--- src/rtl/spi_shift_register_param_if.sv ---
// Bus bundle for the parametrised SPI shift register.
// The slave modport is the shift register itself; the master modport is the
// side that supplies strobes, ss, transmit words and consumes received frames.
interface spi_shift_register_param_if #(
  parameter int unsigned DATA_WIDTH = 16,
  parameter int unsigned LEN_W      = 5
);
  logic                  ss;
  logic                  cpha;
  logic                  lsbfe;
  logic [LEN_W-1:0]      frame_len;
  logic [DATA_WIDTH-1:0] tx_data;
  logic                  tx_load;
  logic                  tx_ready;
  logic                  edge_lead;
  logic                  edge_trail;
  logic                  miso;
  logic                  mosi;
  logic [DATA_WIDTH-1:0] rx_data;
  logic                  rx_valid;
  logic                  rx_ack;
  logic                  rx_overrun;
  logic                  busy;
  logic                  done;
  logic                  aborted;

  modport slave (
    input  ss, cpha, lsbfe, frame_len, tx_data, tx_load,
           edge_lead, edge_trail, miso, rx_ack,
    output tx_ready, mosi, rx_data, rx_valid, rx_overrun,
           busy, done, aborted
  );

  modport master (
    output ss, cpha, lsbfe, frame_len, tx_data, tx_load,
           edge_lead, edge_trail, miso, rx_ack,
    input  tx_ready, mosi, rx_data, rx_valid, rx_overrun,
           busy, done, aborted
  );
endinterface

--- src/rtl/spi_shift_register_param.sv ---
// Parametrised SPI master shift register.
// Frame length is latched per frame (clamped to DATA_WIDTH), supports CPHA 0/1
// and MSB/LSB first, with tx load handshake, held rx buffer, overrun flag and
// abort when ss rises mid-frame. SCLK edges arrive as one-PCLK strobes.
module spi_shift_register_param #(
  parameter int unsigned DATA_WIDTH = 16,
  parameter int unsigned LEN_W      = 5
) (
  input logic                       PCLK,
  input logic                       PRESET,
  spi_shift_register_param_if.slave bus
);

  typedef enum logic [1:0] {
    IDLE,
    LOADED,
    ACTIVE
  } state_t;

  localparam logic [LEN_W-1:0] MAX_M1 = LEN_W'(DATA_WIDTH - 1);

  state_t                state;
  logic [DATA_WIDTH-1:0] tx_sr;
  logic [DATA_WIDTH-1:0] rx_sr;
  logic [LEN_W-1:0]      len_m1;
  logic [LEN_W-1:0]      bit_cnt;
  logic                  cpha_q;
  logic                  lsbfe_q;

  logic [LEN_W-1:0]      load_len_m1;
  logic [DATA_WIDTH-1:0] load_sr;
  logic                  load_first;
  logic                  trail_eff;
  logic                  do_sample;
  logic                  do_shift;
  logic [DATA_WIDTH-1:0] tx_next;
  logic                  mosi_next;
  logic [DATA_WIDTH-1:0] rx_next;
  logic [DATA_WIDTH-1:0] rx_frame;
  logic                  last_bit;

  // Load-time values, strobe decoding and next-shift values.
  // MSB-first tx words are left-aligned at load so the outgoing bit is always
  // the register MSB; LSB-first rx frames are collected from the top and
  // right-justified on completion.
  always_comb begin
    load_len_m1 = (bus.frame_len > MAX_M1) ? MAX_M1 : bus.frame_len;
    load_sr     = bus.lsbfe ? bus.tx_data : (bus.tx_data << (MAX_M1 - load_len_m1));
    load_first  = bus.lsbfe ? bus.tx_data[0] : load_sr[DATA_WIDTH-1];

    // edge_lead wins when both strobes arrive together
    trail_eff = bus.edge_trail & ~bus.edge_lead;
    do_sample = cpha_q ? trail_eff : bus.edge_lead;
    // with cpha=1 the first leading edge only presents the already-driven bit
    do_shift  = cpha_q ? (bus.edge_lead && (bit_cnt != '0)) : trail_eff;

    tx_next   = lsbfe_q ? (tx_sr >> 1) : (tx_sr << 1);
    mosi_next = lsbfe_q ? tx_next[0] : tx_next[DATA_WIDTH-1];

    rx_next   = lsbfe_q ? {bus.miso, rx_sr[DATA_WIDTH-1:1]}
                        : {rx_sr[DATA_WIDTH-2:0], bus.miso};
    rx_frame  = lsbfe_q ? (rx_next >> (MAX_M1 - len_m1)) : rx_next;
    last_bit  = (bit_cnt == len_m1);
  end

  // Frame FSM with registered outputs and rx buffer handshake.
  always_ff @(posedge PCLK) begin
    if (PRESET) begin
      state          <= IDLE;
      tx_sr          <= '0;
      rx_sr          <= '0;
      len_m1         <= '0;
      bit_cnt        <= '0;
      cpha_q         <= 1'b0;
      lsbfe_q        <= 1'b0;
      bus.mosi       <= 1'b0;
      bus.rx_data    <= '0;
      bus.rx_valid   <= 1'b0;
      bus.rx_overrun <= 1'b0;
      bus.busy       <= 1'b0;
      bus.done       <= 1'b0;
      bus.aborted    <= 1'b0;
      bus.tx_ready   <= 1'b1;
    end else begin
      bus.done    <= 1'b0;
      bus.aborted <= 1'b0;

      if (bus.rx_ack) begin
        bus.rx_valid   <= 1'b0;
        bus.rx_overrun <= 1'b0;
      end

      case (state)
        IDLE: begin
          if (bus.tx_load) begin
            tx_sr        <= load_sr;
            bus.mosi     <= load_first;
            rx_sr        <= '0;
            bit_cnt      <= '0;
            len_m1       <= load_len_m1;
            cpha_q       <= bus.cpha;
            lsbfe_q      <= bus.lsbfe;
            bus.tx_ready <= 1'b0;
            bus.busy     <= 1'b1;
            state        <= LOADED;
          end
        end

        LOADED: begin
          if (!bus.ss) begin
            state <= ACTIVE;
          end
        end

        ACTIVE: begin
          if (bus.ss) begin
            bus.aborted  <= 1'b1;
            bus.tx_ready <= 1'b1;
            bus.busy     <= 1'b0;
            state        <= IDLE;
          end else begin
            if (do_shift) begin
              tx_sr    <= tx_next;
              bus.mosi <= mosi_next;
            end
            if (do_sample) begin
              rx_sr <= rx_next;
              if (last_bit) begin
                bus.rx_data    <= rx_frame;
                bus.rx_valid   <= 1'b1;
                // an ack in the completion cycle consumes the old frame
                bus.rx_overrun <= !bus.rx_ack && (bus.rx_overrun || bus.rx_valid);
                bus.done       <= 1'b1;
                bus.tx_ready   <= 1'b1;
                bus.busy       <= 1'b0;
                state          <= IDLE;
              end else begin
                bit_cnt <= bit_cnt + 1'b1;
              end
            end
          end
        end

        default: state <= IDLE;
      endcase
    end
  end

endmodule

--- src/flat_wrapper.sv ---
// flat-port wrapper written by rule: the top's interface ports become plain ports
module spi_shift_register_param_flat 
#(
  parameter int unsigned DATA_WIDTH = 16,
  parameter int unsigned LEN_W      = 5
)
  (PCLK, PRESET, bus_ss, bus_cpha, bus_lsbfe, bus_frame_len, bus_tx_data, bus_tx_load, bus_edge_lead, bus_edge_trail, bus_miso, bus_rx_ack, bus_tx_ready, bus_mosi, bus_rx_data, bus_rx_valid, bus_rx_overrun, bus_busy, bus_done, bus_aborted);
  spi_shift_register_param_if #(.DATA_WIDTH(DATA_WIDTH), .LEN_W(LEN_W)) bus_i ();
  input logic PCLK;
  input logic PRESET;
  input wire logic [$bits(bus_i.ss)-1:0] bus_ss;
  input wire logic [$bits(bus_i.cpha)-1:0] bus_cpha;
  input wire logic [$bits(bus_i.lsbfe)-1:0] bus_lsbfe;
  input wire logic [$bits(bus_i.frame_len)-1:0] bus_frame_len;
  input wire logic [$bits(bus_i.tx_data)-1:0] bus_tx_data;
  input wire logic [$bits(bus_i.tx_load)-1:0] bus_tx_load;
  input wire logic [$bits(bus_i.edge_lead)-1:0] bus_edge_lead;
  input wire logic [$bits(bus_i.edge_trail)-1:0] bus_edge_trail;
  input wire logic [$bits(bus_i.miso)-1:0] bus_miso;
  input wire logic [$bits(bus_i.rx_ack)-1:0] bus_rx_ack;
  output wire logic [$bits(bus_i.tx_ready)-1:0] bus_tx_ready;
  output wire logic [$bits(bus_i.mosi)-1:0] bus_mosi;
  output wire logic [$bits(bus_i.rx_data)-1:0] bus_rx_data;
  output wire logic [$bits(bus_i.rx_valid)-1:0] bus_rx_valid;
  output wire logic [$bits(bus_i.rx_overrun)-1:0] bus_rx_overrun;
  output wire logic [$bits(bus_i.busy)-1:0] bus_busy;
  output wire logic [$bits(bus_i.done)-1:0] bus_done;
  output wire logic [$bits(bus_i.aborted)-1:0] bus_aborted;
  assign bus_i.ss = bus_ss;
  assign bus_i.cpha = bus_cpha;
  assign bus_i.lsbfe = bus_lsbfe;
  assign bus_i.frame_len = bus_frame_len;
  assign bus_i.tx_data = bus_tx_data;
  assign bus_i.tx_load = bus_tx_load;
  assign bus_i.edge_lead = bus_edge_lead;
  assign bus_i.edge_trail = bus_edge_trail;
  assign bus_i.miso = bus_miso;
  assign bus_i.rx_ack = bus_rx_ack;
  assign bus_tx_ready = bus_i.tx_ready;
  assign bus_mosi = bus_i.mosi;
  assign bus_rx_data = bus_i.rx_data;
  assign bus_rx_valid = bus_i.rx_valid;
  assign bus_rx_overrun = bus_i.rx_overrun;
  assign bus_busy = bus_i.busy;
  assign bus_done = bus_i.done;
  assign bus_aborted = bus_i.aborted;
  spi_shift_register_param #(.DATA_WIDTH(DATA_WIDTH), .LEN_W(LEN_W)) u_core (.PCLK(PCLK), .PRESET(PRESET), .bus(bus_i));
endmodule
--- config.mk ---
export PLATFORM = sky130hd
export DESIGN_NAME = spi_shift_register_param_flat
export DESIGN_NICKNAME = d
export VERILOG_FILES = /design/src/rtl/spi_shift_register_param_if.sv /design/src/rtl/spi_shift_register_param.sv /design/src/flat_wrapper.sv
export SDC_FILE = /design/constraint.sdc
export NUM_CORES = 1
export LEC_CHECK = 0
export CAP_MARGIN = 20
export CORE_MARGIN = 3
export CORE_UTILIZATION = 40
export CTS_BUF_LIST = sky130_fd_sc_hd__clkbuf_4 sky130_fd_sc_hd__clkbuf_8
export DETAILED_ROUTE_END_ITERATION = 12
export SYNTH_ARGS = -nofsm -noshare
export SYNTH_HDL_FRONTEND = slang
export SYNTH_SLANG_ARGS = --single-unit
--- constraint.sdc ---
create_clock -name PCLK -period 2 [get_ports PCLK]
set_clock_uncertainty 0.05 [all_clocks]
set_input_delay 0.3 -clock PCLK [delete_from_list [all_inputs] [get_ports PCLK]]
set_output_delay 0.3 -clock PCLK [all_outputs]
set_load 0.01 [all_outputs]
Word-level counts from Yosys, hierarchy flattened
Cells that the tools add are included.
- flip-flop bits (word level): 69
- output and inout port bits: 23
- add/sub/neg operators: 3
- $lt $le $gt $ge: 1
- equality and inequality tests: 11
- shifts and indexed selects: 2
- mux-type cells: 54
- bitwise logic cells: 5
- reduce and logical (&&, ||, !) cells: 16
- operator list (kind ; count):
    $mux 16 ; 10
    $pmux 16 s2 ; 2
    $mux 1 ; 27
    $mux 5 ; 5
    $reduce_and 4->1 ; 5
    $shl 16x5->16 ; 1
    $shr 16x5->16 ; 1
    $mux 2 ; 5
    $pmux 5 s2 ; 1
    $sub 4x5->5 const A ; 2
    $ne 2x2->1 const B ; 4
    $ne 3x2->1 const B ; 2
    $pmux 1 s2 ; 3
    $pmux 2 s3 ; 1
    $add 5x1->5 const B ; 1
    $eq 5x5->1 ; 1
    $gt 5x4->1 const B ; 1
    $reduce_and 5->1 ; 1
    $reduce_bool 5->1 ; 1
    $ne 2x1->1 const B ; 2
    $not 1->1 ; 4
    $reduce_or 4->1 ; 1
    $eq 2x1->1 const B ; 1
    $eq 2x2->1 const B ; 1
    8 further kinds ; 9

Logic depth before layout (Yosys ltp)
Gate-level depths: netlist (run 1).
- word-level depth: 8
- mapped depth: 9

Least setup slack after synthesis (run 1)
Ideal clock, no wire load.
- path kind: in2reg
- start point: in bus_frame_len[0]
- end point: reg u_core.tx_sr[8]
- setup time: 0.134 ns
- arrival time: 1.768 ns
- data required time: 1.816 ns
- slack: 0.049 ns
- stages: 7
- cells stage by stage: buf_2 > nor2_1 > buf_4 > mux4_2 > o221a_2 > o21ai_0 > a21oi_1
- word-level cells in the longest chain between the ends: 7
- ends and longest elaborated chain (item ; line ; RTL):
    start, declared ; flat_wrapper.sv:14 ; input wire logic [$bits(bus_i.frame_len)-1:0] bus_frame_len;
    $gt 5x4->1 ; spi_shift_register_param.sv:47 ; load_len_m1 = (bus.frame_len > MAX_M1) ? MAX_M1 : bus.frame_len;
    $mux 5 * ; spi_shift_register_param.sv:47 ;
    $sub 4x5->5 * ; spi_shift_register_param.sv:48 ; load_sr = bus.lsbfe ? bus.tx_data : (bus.tx_data << (MAX_M1 - load_len_m1));
    $shl 16x5->16 * ; spi_shift_register_param.sv:48 ;
    $mux 16 * ; spi_shift_register_param.sv:48 ;
    $mux 16 * ; spi_shift_register_param.sv:95 ; if (bus.tx_load) begin
    $pmux 16 s2 * ; spi_shift_register_param.sv:93 ; case (state)
    end signal, assigned ; spi_shift_register_param.sv:96 ; tx_sr <= load_sr;
    end signal, assigned ; spi_shift_register_param.sv:123 ; tx_sr <= tx_next;
    end, declared ; spi_shift_register_param.sv:23 ; logic [DATA_WIDTH-1:0] tx_sr;
Every way passes the cells marked *; elsewhere a longest branch is shown, timed or not. The select of a mux whose other input is x is not followed.
A chain may end at the register's enable or synchronous reset.

Worst setup path in the final report (run 1)
- start point: in bus_frame_len[0]
- end point: reg u_core.tx_sr[7]
The elaborated chain is that of the path after synthesis.

==> flow_summary_export.csv, run 1 <==
group,metric,value,unit
run_status,status,"complete, no violations",
finish,area_growth,37.4,%
die,fp-row-count,40,
die,die-area,14300,um2
power,power.leakage,2.59,nW
sta,maxSlewViolCount,0,
route,first_pass_iters,5,
worst_setup_path,cp-start-kind,"primary input",
sta,hold_viol,0,
finish,fillCellCount,1165,
route,avgViaCountPerCell,6.02,
logic_synthesis,netlist_instances,632,
logic_synthesis,netlist_area,5170,um2
clocking,clk_path_buf_depth,2,
finish,nNetsFinal,803,
global_routing,grt_use_total,25.1,%
route,route.detailed.drc,0,
logic_synthesis,ys.flop_type,"dfxtp_1",
die,die_h,120,um
worst_setup_path,worstSetupEndpointType,"flip-flop",
global_routing,gr-total-overflow,0,
worst_setup_path,timing.critical_path.buf_inv,4,
global_routing,grt_pass1_vias,5207,
die,start_util,42.0,%
finish,num_antenna_cells,0,
clocking,clk_latency,0.37,ns
clocking,cts_tree,"built",
worst_setup_path,cp_common_cell,"buf_4",
worst_setup_path,critPathMaxFanout,7,
logic_synthesis,netlist_top_cells_area,"dfxtp_1 (27%), mux4_2 (7.8%), mux2i_1 (6.0%)",
worst_setup_path,cp.required,2.21,ns
clocking,cts_buffers,9,
logic_synthesis,synth_top_area_share,26.7,%
logic_synthesis,yosys.area.top_type,"dfxtp_1",
route,avgRoutedWirePerCell,19.5,um
sta,worst_pin_slew,0.393,ns
die,core_area,12300,um2
route,vias,5674,
die,ioPinCount,54,
route,detail-route-antenna-nets,0,
logic_synthesis,syn_nets,665,
sta,rsz0062_at_grt,"true",
logic_synthesis,avgSynthCellArea,8.18,um2
clocking,cts-root-buf,"clkbuf_8",
sta,period_minus_slack,1.96,ns
sta,post-route-period-util,97.8,%
min_path,hold_path_class,"in2reg",
clocking,clkSinkCount,69,
die,die_x,120,um
worst_setup_path,critPathArrivalTime,2.17,ns
power,irDropWorstVdd,0.602,mV
route,wirelength,18400,um
logic_synthesis,async_flop_share,0,%
logic_synthesis,yosysMostFrequentCell,"nand2_1",
worst_setup_path,max_stage_delay,0.51,ns
global_routing,antenna_found_initial,0,
logic_synthesis,synth_cell_types,74,
global_routing,grt_pass1_wl,28700,um
worst_setup_path,slowest_stage,"clkdlybuf4s50_1",
sta,slew_headroom,73.8,%
logic_synthesis,ys.warnings.count,0,
logic_synthesis,synth_common_cells,"nand2_1 (72), dfxtp_1 (69), a21oi_1 (60), nor2_1 (47), mux2i_1 (31)",
clocking,path_clk_slew,0.08,ns
place,place_congestion,0.942,
logic_synthesis,ys_seq_area_share,26.7,%
place,dpl.hpwl,13900,um
worst_setup_path,cp_cell_sequence,"clkdlybuf4s50_1 > buf_4 > mux2_2 > nor2_2 > o32ai_2 > buf_4 > buf_4 > a211oi_1 > nor3_1",
flow_run,cap_violations,0,
power,power.density,568,nW/um2
sta,fmax,0.511,GHz
clocking,ctsHtreeMaxLevel,3,
place,pre_cts_slack,-0.533,ns
sta,setup_viol,0,
logic_synthesis,synth_seq_cells,69,
route,initialDrtViolationCount,490,
logic_synthesis,synth_edf_count,0,
place,io_buffer_count,53,
worst_setup_path,critPathKind,"in2reg",
worst_setup_path,crit_family,"buffers and inverters",
finish,drive_above_1_share,28.1,%
global_routing,grt_max_degree,33,
sta,fin_tns_setup,0,ns
sta,postLayoutSetupSlackWorst,0.0433,ns
==> power by group <==
part | total [mW] | internal [mW] | leakage, nW | switching [mW]
sequential | 1.49 | 1.43 | 0.562 | 0.0634
clock | 1.48 | 0.898 | 0.126 | 0.581
combinational | 1.06 | 0.522 | 1.91 | 0.540
total | 4.03 | 2.85 | 2.59 | 1.18
==> placed cells by master, fill, tap and decap left out, types with 10 or more instances in the layout <==
cell,n
buf_4,126
nand2_1,72
dfxtp_1,67
a21oi_1,60
clkdlybuf4s50_1,50
nor2_1,44
mux2i_1,30
a211oi_1,23
mux4_2,18
inv_1,15
nand3_1,15
nor3_1,14
a311oi_1,13
o21ai_0,13
nor2b_1,12
or3_1,11
clkbuf_8,11
mux2_2,10
==> path summary, 6_finish.rpt <==
kind / startpoint / endpoint / slack [ns] / cells after the start
hold reg to reg: u_core.tx_sr[3] / u_core.tx_sr[3] / 0.43 / 2
setup / recovery: bus_frame_len[0] / u_core.tx_sr[7] / 0.04 / 9
setup reg to reg: u_core.len_m1[0] / u_core.bus.rx_data[2] / 0.09 / 6
hold / removal: PRESET / u_core.lsbfe_q / 0.26 / 2
==> per-stage QoR <==
stage                     power [mW]  area, um2  std cells  util, %  hold WS, ns
after floorplan                 2.05       5170        632        -        0.327
after global placement          2.53       6630        919     53.8        0.414
after detailed placement        2.52       6630        919     53.8        0.424
after CTS                       4.02       6910        935     56.1        0.249
after global routing            4.20       7100        943     57.7        0.276
final                           4.03       7100        943     57.7        0.264
==> area by class of cell <==
cell class / count / area [um2] / area share (%)
Timing Repair Buffer: 190 / 1680 / 23.6
Clock buffer: 11 / 151 / 2.13
Tap cell: 168 / 210 / 2.96
Sequential cell: 69 / 1390 / 19.5
Multi-Input combinational cell: 485 / 3520 / 49.5
Clock inverter: 5 / 106 / 1.50
Inverter: 15 / 56.3 / 0.793
==> metal layers <==
layer | part of all wire, % | wire length (um) | GRT usage (%)
met1 | 45 | 8310 | 36.3
met2 | 44 | 8030 | 37.6
met3 | 9.4 | 1720 | 6.50
met4 | 1.7 | 306 | 5.80
met5 | 0 | 0 | 0
==> state kept, by name (all words and copies together) (netlist names), 2 cells and up <==
| name | flops |
|---|---|
| u_core.bit_cnt | 5 |
| u_core.bus.rx_data | 16 |
| u_core.len_m1 | 5 |
| u_core.rx_sr | 16 |
| u_core.state | 2 |
| u_core.tx_sr | 16 |
==> repair_timing <==
item	4_1_cts	5_1_grt
pin swaps	1	9
hold buffers	0	0
resized for setup	7	25
cloned	0	2
setup endpoints to repair	9	24
buffers inserted	0	6
==> kinds of logic (layout without fill, tap and decap cells) <==
group	after synthesis	count (layout)	synth area share (%)
AO/OA/AOI/OAI	193	193	26.4
XOR/XNOR	6	6	1.02
adder cells (fa/ha/maj)	2	2	0.484
buffers and inverters	78	221	7.40
flip-flops	69	69	26.7
multiplexers	59	59	16.0
AND/OR/NAND/NOR	225	225	22.0
No activity file was read; power rests on OpenSTA's default activity.
==> inputs of run 2 (changes only) <==
--- a/config.mk
+++ b/config.mk
@@ -6,7 +6,6 @@
 export NUM_CORES = 1
 export LEC_CHECK = 0
 export CAP_MARGIN = 20
-export CORE_MARGIN = 3
 export CORE_UTILIZATION = 40
 export CTS_BUF_LIST = sky130_fd_sc_hd__clkbuf_4 sky130_fd_sc_hd__clkbuf_8
 export DETAILED_ROUTE_END_ITERATION = 12
==> flow_summary_export.csv, run 2 (same netlist as run 1, synthesis figures left out) <==
group,metric,value,unit
sta,fmax,0.523,GHz
sta,worst_pin_slew,0.528,ns
sta,period_minus_slack,1.91,ns
die,core_area,12600,um2
route,route.detailed.drc,0,
sta,hold_viol,0,
power,power.leakage,2.50,nW
finish,nNetsFinal,788,
finish,area_growth,34.0,%
finish,num_antenna_cells,0,
die,ioPinCount,54,
global_routing,gr-total-overflow,0,
min_path,hold_path_class,"in2reg",
sta,slew_headroom,64.3,%
place,dpl.hpwl,14300,um
power,power.density,537,nW/um2
sta,post-route-period-util,95.7,%
clocking,cts-root-buf,"clkbuf_8",
clocking,cts_tree,"built",
die,die_x,116,um
worst_setup_path,critPathKind,"reg2reg",
global_routing,grt_use_total,28.9,%
die,die_h,116,um
finish,drive_above_1_share,26.2,%
global_routing,grt_pass1_wl,29000,um
clocking,path_clk_slew,0.09,ns
global_routing,antenna_found_initial,0,
worst_setup_path,cp-start-kind,"flip-flop",
clocking,cts_buffers,9,
sta,setup_viol,0,
route,initialDrtViolationCount,466,
sta,rsz0062_at_grt,"false",
power,irDropWorstVdd,0.372,mV
clocking,clk_latency,0.37,ns
die,start_util,41.0,%
finish,design_area,6930,um2
route,detail-route-antenna-nets,0,
route,avgViaCountPerCell,5.92,
clocking,clk_path_buf_depth,2,
clocking,cts_hold_buf,0,
global_routing,grt_pass1_vias,5062,
sta,maxSlewViolCount,0,
place,place_area,6610,um2
route,first_pass_iters,5,
route,avgRoutedWirePerCell,20.0,um
finish,final_cell_mix,"buf_4 (111), nand2_1 (72), dfxtp_1 (68), a21oi_1 (60), clkdlybuf4s50_1 (49)",
global_routing,grt_max_degree,51,
worst_setup_path,critPathMaxFanout,19,
route,vias,5519,
clocking,cts_setup_buffers,0,
worst_setup_path,critPathArrivalTime,2.12,ns
worst_setup_path,cp.required,2.21,ns
finish,largestRegisters,"u_core.bus.rx_data: 16 flops, u_core.rx_sr: 16 flops, u_core.tx_sr: 16 flops",
clocking,ctsHtreeMaxLevel,3,
worst_setup_path,worstSetupEndpointType,"flip-flop",
die,die-area,13400,um2
finish,final_common_cell,"buf_4",
clocking,clkSinkCount,69,
place,place_congestion,0.918,
finish,final_core_util,54.9,%
route,wirelength,18600,um
flow_run,cap_violations,0,
place,io_buffer_count,53,
run_status,status,"complete, no violations",
die,fp-row-count,41,
## run 2: changes by cell type in the layout (fill, tap and decap cells not counted), moves of 2 or more
cell       before  now
a211oi_1       23   26
a211oi_2        6    3
buf_12          6    8
buf_4         126  111
bufinv_16       3    1
clkbuf_16       2    0
clkbuf_8       11    9
clkinv_2        0    2
## run 2: path summary, 6_finish.rpt
check	start	endpoint	slack, ns	depth (start not counted)
setup / recovery	u_core.len_m1[0]	u_core.bus.rx_data[3]	0.09	6
hold / removal	PRESET	u_core.cpha_q	0.27	2
setup reg to reg	u_core.len_m1[0]	u_core.bus.rx_data[3]	0.09	6
hold reg to reg	u_core.tx_sr[8]	u_core.tx_sr[8]	0.43	2
## run 2: critical path, stage by stage (launching register included)
cell	delay, ns
dfxtp_1	0.38
buf_12	0.19
mux2_2	0.37
or2_2	0.28
a31oi_2	0.23
and4b_1	0.23
nor3_1	0.05
## run 2: layout make-up
| class | instances | area, um2 |
|---|---|---|
| Sequential cell | 69 | 1390 |
| Timing Repair Buffer | 175 | 1560 |
| Fill cell | 1230 | 5690 |
| Multi-Input combinational cell | 485 | 3520 |
| Inverter | 15 | 56.3 |
| Clock inverter | 6 | 63.8 |
| Clock buffer | 10 | 131 |
| Tap cell | 172 | 215 |
## run 2: timing repair
item	CTS	global route
endpoints found under the hold margin	0	0
pin swaps	0	1
setup endpoints to repair	12	19
resized for setup	7	23
gates cloned	0	0
## run 2: power by group
group	switching, mW	total (mW)	internal [mW]
Sequential	0.0569	1.49	1.43
Clock	0.588	1.18	0.587
Combinational	0.548	1.06	0.510
Total	1.19	3.72	2.53
## run 2: metrics by stage
| stage | total power, mW | TNS, ns | cells | hold WS [ns] | setup WS (ns) |
|---|---|---|---|---|---|
| after global placement | 2.53 | -10.60 | 916 | 0.413 | -0.507 |
| after global routing | 3.89 | 0 | 932 | 0.286 | 0.00892 |
| after CTS | 3.71 | 0 | 932 | 0.250 | 0.0113 |
| after detailed placement | 2.53 | -11.75 | 916 | 0.417 | -0.567 |
| after floorplan | 2.05 | 0 | 632 | 0.327 | 0.0486 |
| final | 3.72 | 0 | 932 | 0.271 | 0.0870 |
## run 2: metal layers
metal	global-route usage, %	vias to the layer above	share of wire (%)	wire length (um)
met2	43.4	191	43	8070
met5	0	-	0	0
met3	7.11	15	6.9	1280
met1	42.0	2678	49	9080
met4	5.56	0	1.0	190
li1	-	2635	-	-
==> inputs of run 3 (changes only) <==
--- a/config.mk
+++ b/config.mk
@@ -7,7 +7,7 @@
 export LEC_CHECK = 0
 export CAP_MARGIN = 20
 export CORE_UTILIZATION = 40
-export CTS_BUF_LIST = sky130_fd_sc_hd__clkbuf_4 sky130_fd_sc_hd__clkbuf_8
+export CTS_BUF_LIST = sky130_fd_sc_hd__clkbuf_8
 export DETAILED_ROUTE_END_ITERATION = 12
 export SYNTH_ARGS = -nofsm -noshare
 export SYNTH_HDL_FRONTEND = slang
==> flow_summary_export.csv, run 3 (same netlist as run 1, synthesis figures left out) <==
group,metric,value,unit
worst_setup_path,cp.required,2.21,ns
place,place_congestion,0.918,
finish,final_common_cell,"buf_4",
clocking,path_clk_slew,0.08,ns
route,avgViaCountPerCell,5.93,
worst_setup_path,timing.critical_path.buf_inv,1,
finish,nNetsFinal,788,
power,power.density,534,nW/um2
sta,slew_headroom,63.9,%
flow_run,cap_violations,0,
die,fp-row-count,41,
run_status,status,"complete, no violations",
die,core_area,12600,um2
min_path,whs_path_depth,2,
route,initialDrtViolationCount,435,
route,vias,5526,
sta,maxSlewViolCount,0,
global_routing,grt_use_total,28.9,%
global_routing,grt_pass1_vias,5068,
worst_setup_path,max_stage_delay,0.38,ns
sta,period_minus_slack,1.92,ns
sta,fmax,0.522,GHz
global_routing,grt_pass1_wl,29000,um
finish,num_antenna_cells,0,
route,route.detailed.drc,0,
die,die_h,116,um
global_routing,antenna_found_initial,0,
global_routing,grt_max_degree,51,
clocking,ctsHtreeMaxLevel,3,
finish,area_growth,33.9,%
clocking,cts_buffers,9,
worst_setup_path,cp_cell_sequence,"buf_12 > mux2_2 > or2_2 > a31oi_2 > and4b_1 > nor3_1",
power,irDropWorstVdd,0.372,mV
worst_setup_path,cp_num_cells,6,
min_path,hold_path_class,"in2reg",
place,io_buffer_count,53,
sta,hold_slack,0.271,ns
sta,worst_pin_slew,0.534,ns
route,detail-route-antenna-nets,0,
clocking,clkSinkCount,69,
die,die_x,116,um
finish,drive_above_1_share,26.1,%
worst_setup_path,critPathArrivalTime,2.12,ns
place,dpl.hpwl,14300,um
die,ioPinCount,54,
sta,post-route-period-util,95.8,%
finish,largestRegisters,"u_core.bus.rx_data: 16 flops, u_core.rx_sr: 16 flops, u_core.tx_sr: 16 flops",
worst_setup_path,crit_family,"simple AND/OR/NAND/NOR gates",
clocking,clk_path_buf_depth,2,
sta,rsz0062_at_grt,"false",
worst_setup_path,worstSetupEndpointType,"flip-flop",
route,wirelength,18700,um
route,avgRoutedWirePerCell,20.0,um
global_routing,gr-total-overflow,0,
sta,hold_viol,0,
clocking,cts_tree,"built",
power,power.leakage,2.50,nW
worst_setup_path,cp-start-kind,"flip-flop",
finish,final_cell_mix,"buf_4 (111), nand2_1 (72), dfxtp_1 (68), a21oi_1 (60), clkdlybuf4s50_1 (49)",
worst_setup_path,slowest_stage,"dfxtp_1",
worst_setup_path,reg2reg_depth,6,
clocking,cts-root-buf,"clkbuf_8",
die,die-area,13400,um2
place,place_inst,916,
worst_setup_path,critPathKind,"reg2reg",
clocking,clk_latency,0.37,ns
route,first_pass_iters,6,
worst_setup_path,critPathMaxFanout,19,
sta,setup_viol,0,
finish,fin_cells,932,
die,start_util,41.0,%
==> run 3: changes by cell type in the layout (fill, tap and decap cells not counted), sizes merged <==
cell and change:
inv +1, clkbuf -1
==> run 3: where the power goes <==
group | total (mW) | internal (mW) | switching (mW)
registers | 1.48 | 1.43 | 0.0563
clock network | 1.16 | 0.569 | 0.587
logic | 1.06 | 0.510 | 0.550
==> run 3: cell type report <==
type	instances	area (um2)
Clock inverter	7	67.6
Inverter	15	56.3
Tap cell	172	215
Multi-Input combinational cell	485	3520
Clock buffer	9	124
Fill cell	1229	5700
Sequential cell	69	1390
Timing Repair Buffer	175	1560
==> run 3: through the flow <==
| stage | worst slack [ns] | power, mW | cell area (um2) | util, % | TNS [ns] |
|---|---|---|---|---|---|
| after floorplan | 0.0486 | 2.05 | 5170 | - | 0 |
| after global placement | -0.507 | 2.53 | 6610 | 52.3 | -10.60 |
| after detailed placement | -0.567 | 2.53 | 6610 | 52.3 | -11.75 |
| after CTS | 0.0106 | 3.69 | 6820 | 54.0 | 0 |
| after global routing | 0.00892 | 3.87 | 6920 | 54.9 | 0 |
| final | 0.0845 | 3.70 | 6920 | 54.9 | 0 |
==> run 3: layer usage <==
metal | part of all wire (%) | track usage, %
met1 | 48 | 42.0
met2 | 43 | 43.4
met3 | 7.5 | 7.11
met4 | 1.2 | 5.56
met5 | 0 | 0
==> run 3: repair_timing <==
action                                 4_1_cts  5_1_grt
pin swaps                                    0        1
setup endpoints to repair                   12       18
gates resized for setup                      7       23
endpoints found under the hold margin        0        0
hold buffers                                 0        0
buffers inserted                             0        0
==> run 3: worst reg2reg max path, cell delays in order, from the launching register on <==
cell	delay (ns)
dfxtp_1	0.38
buf_12	0.19
mux2_2	0.38
or2_2	0.28
a31oi_2	0.23
and4b_1	0.24
nor3_1	0.05
==> run 3: worst paths after layout <==
check	from	to	slack, ns
min	PRESET	u_core.cpha_q	0.27
max	u_core.len_m1[0]	u_core.bus.rx_data[3]	0.08
max reg2reg	u_core.len_m1[0]	u_core.bus.rx_data[3]	0.08
min reg2reg	u_core.tx_sr[8]	u_core.tx_sr[8]	0.43
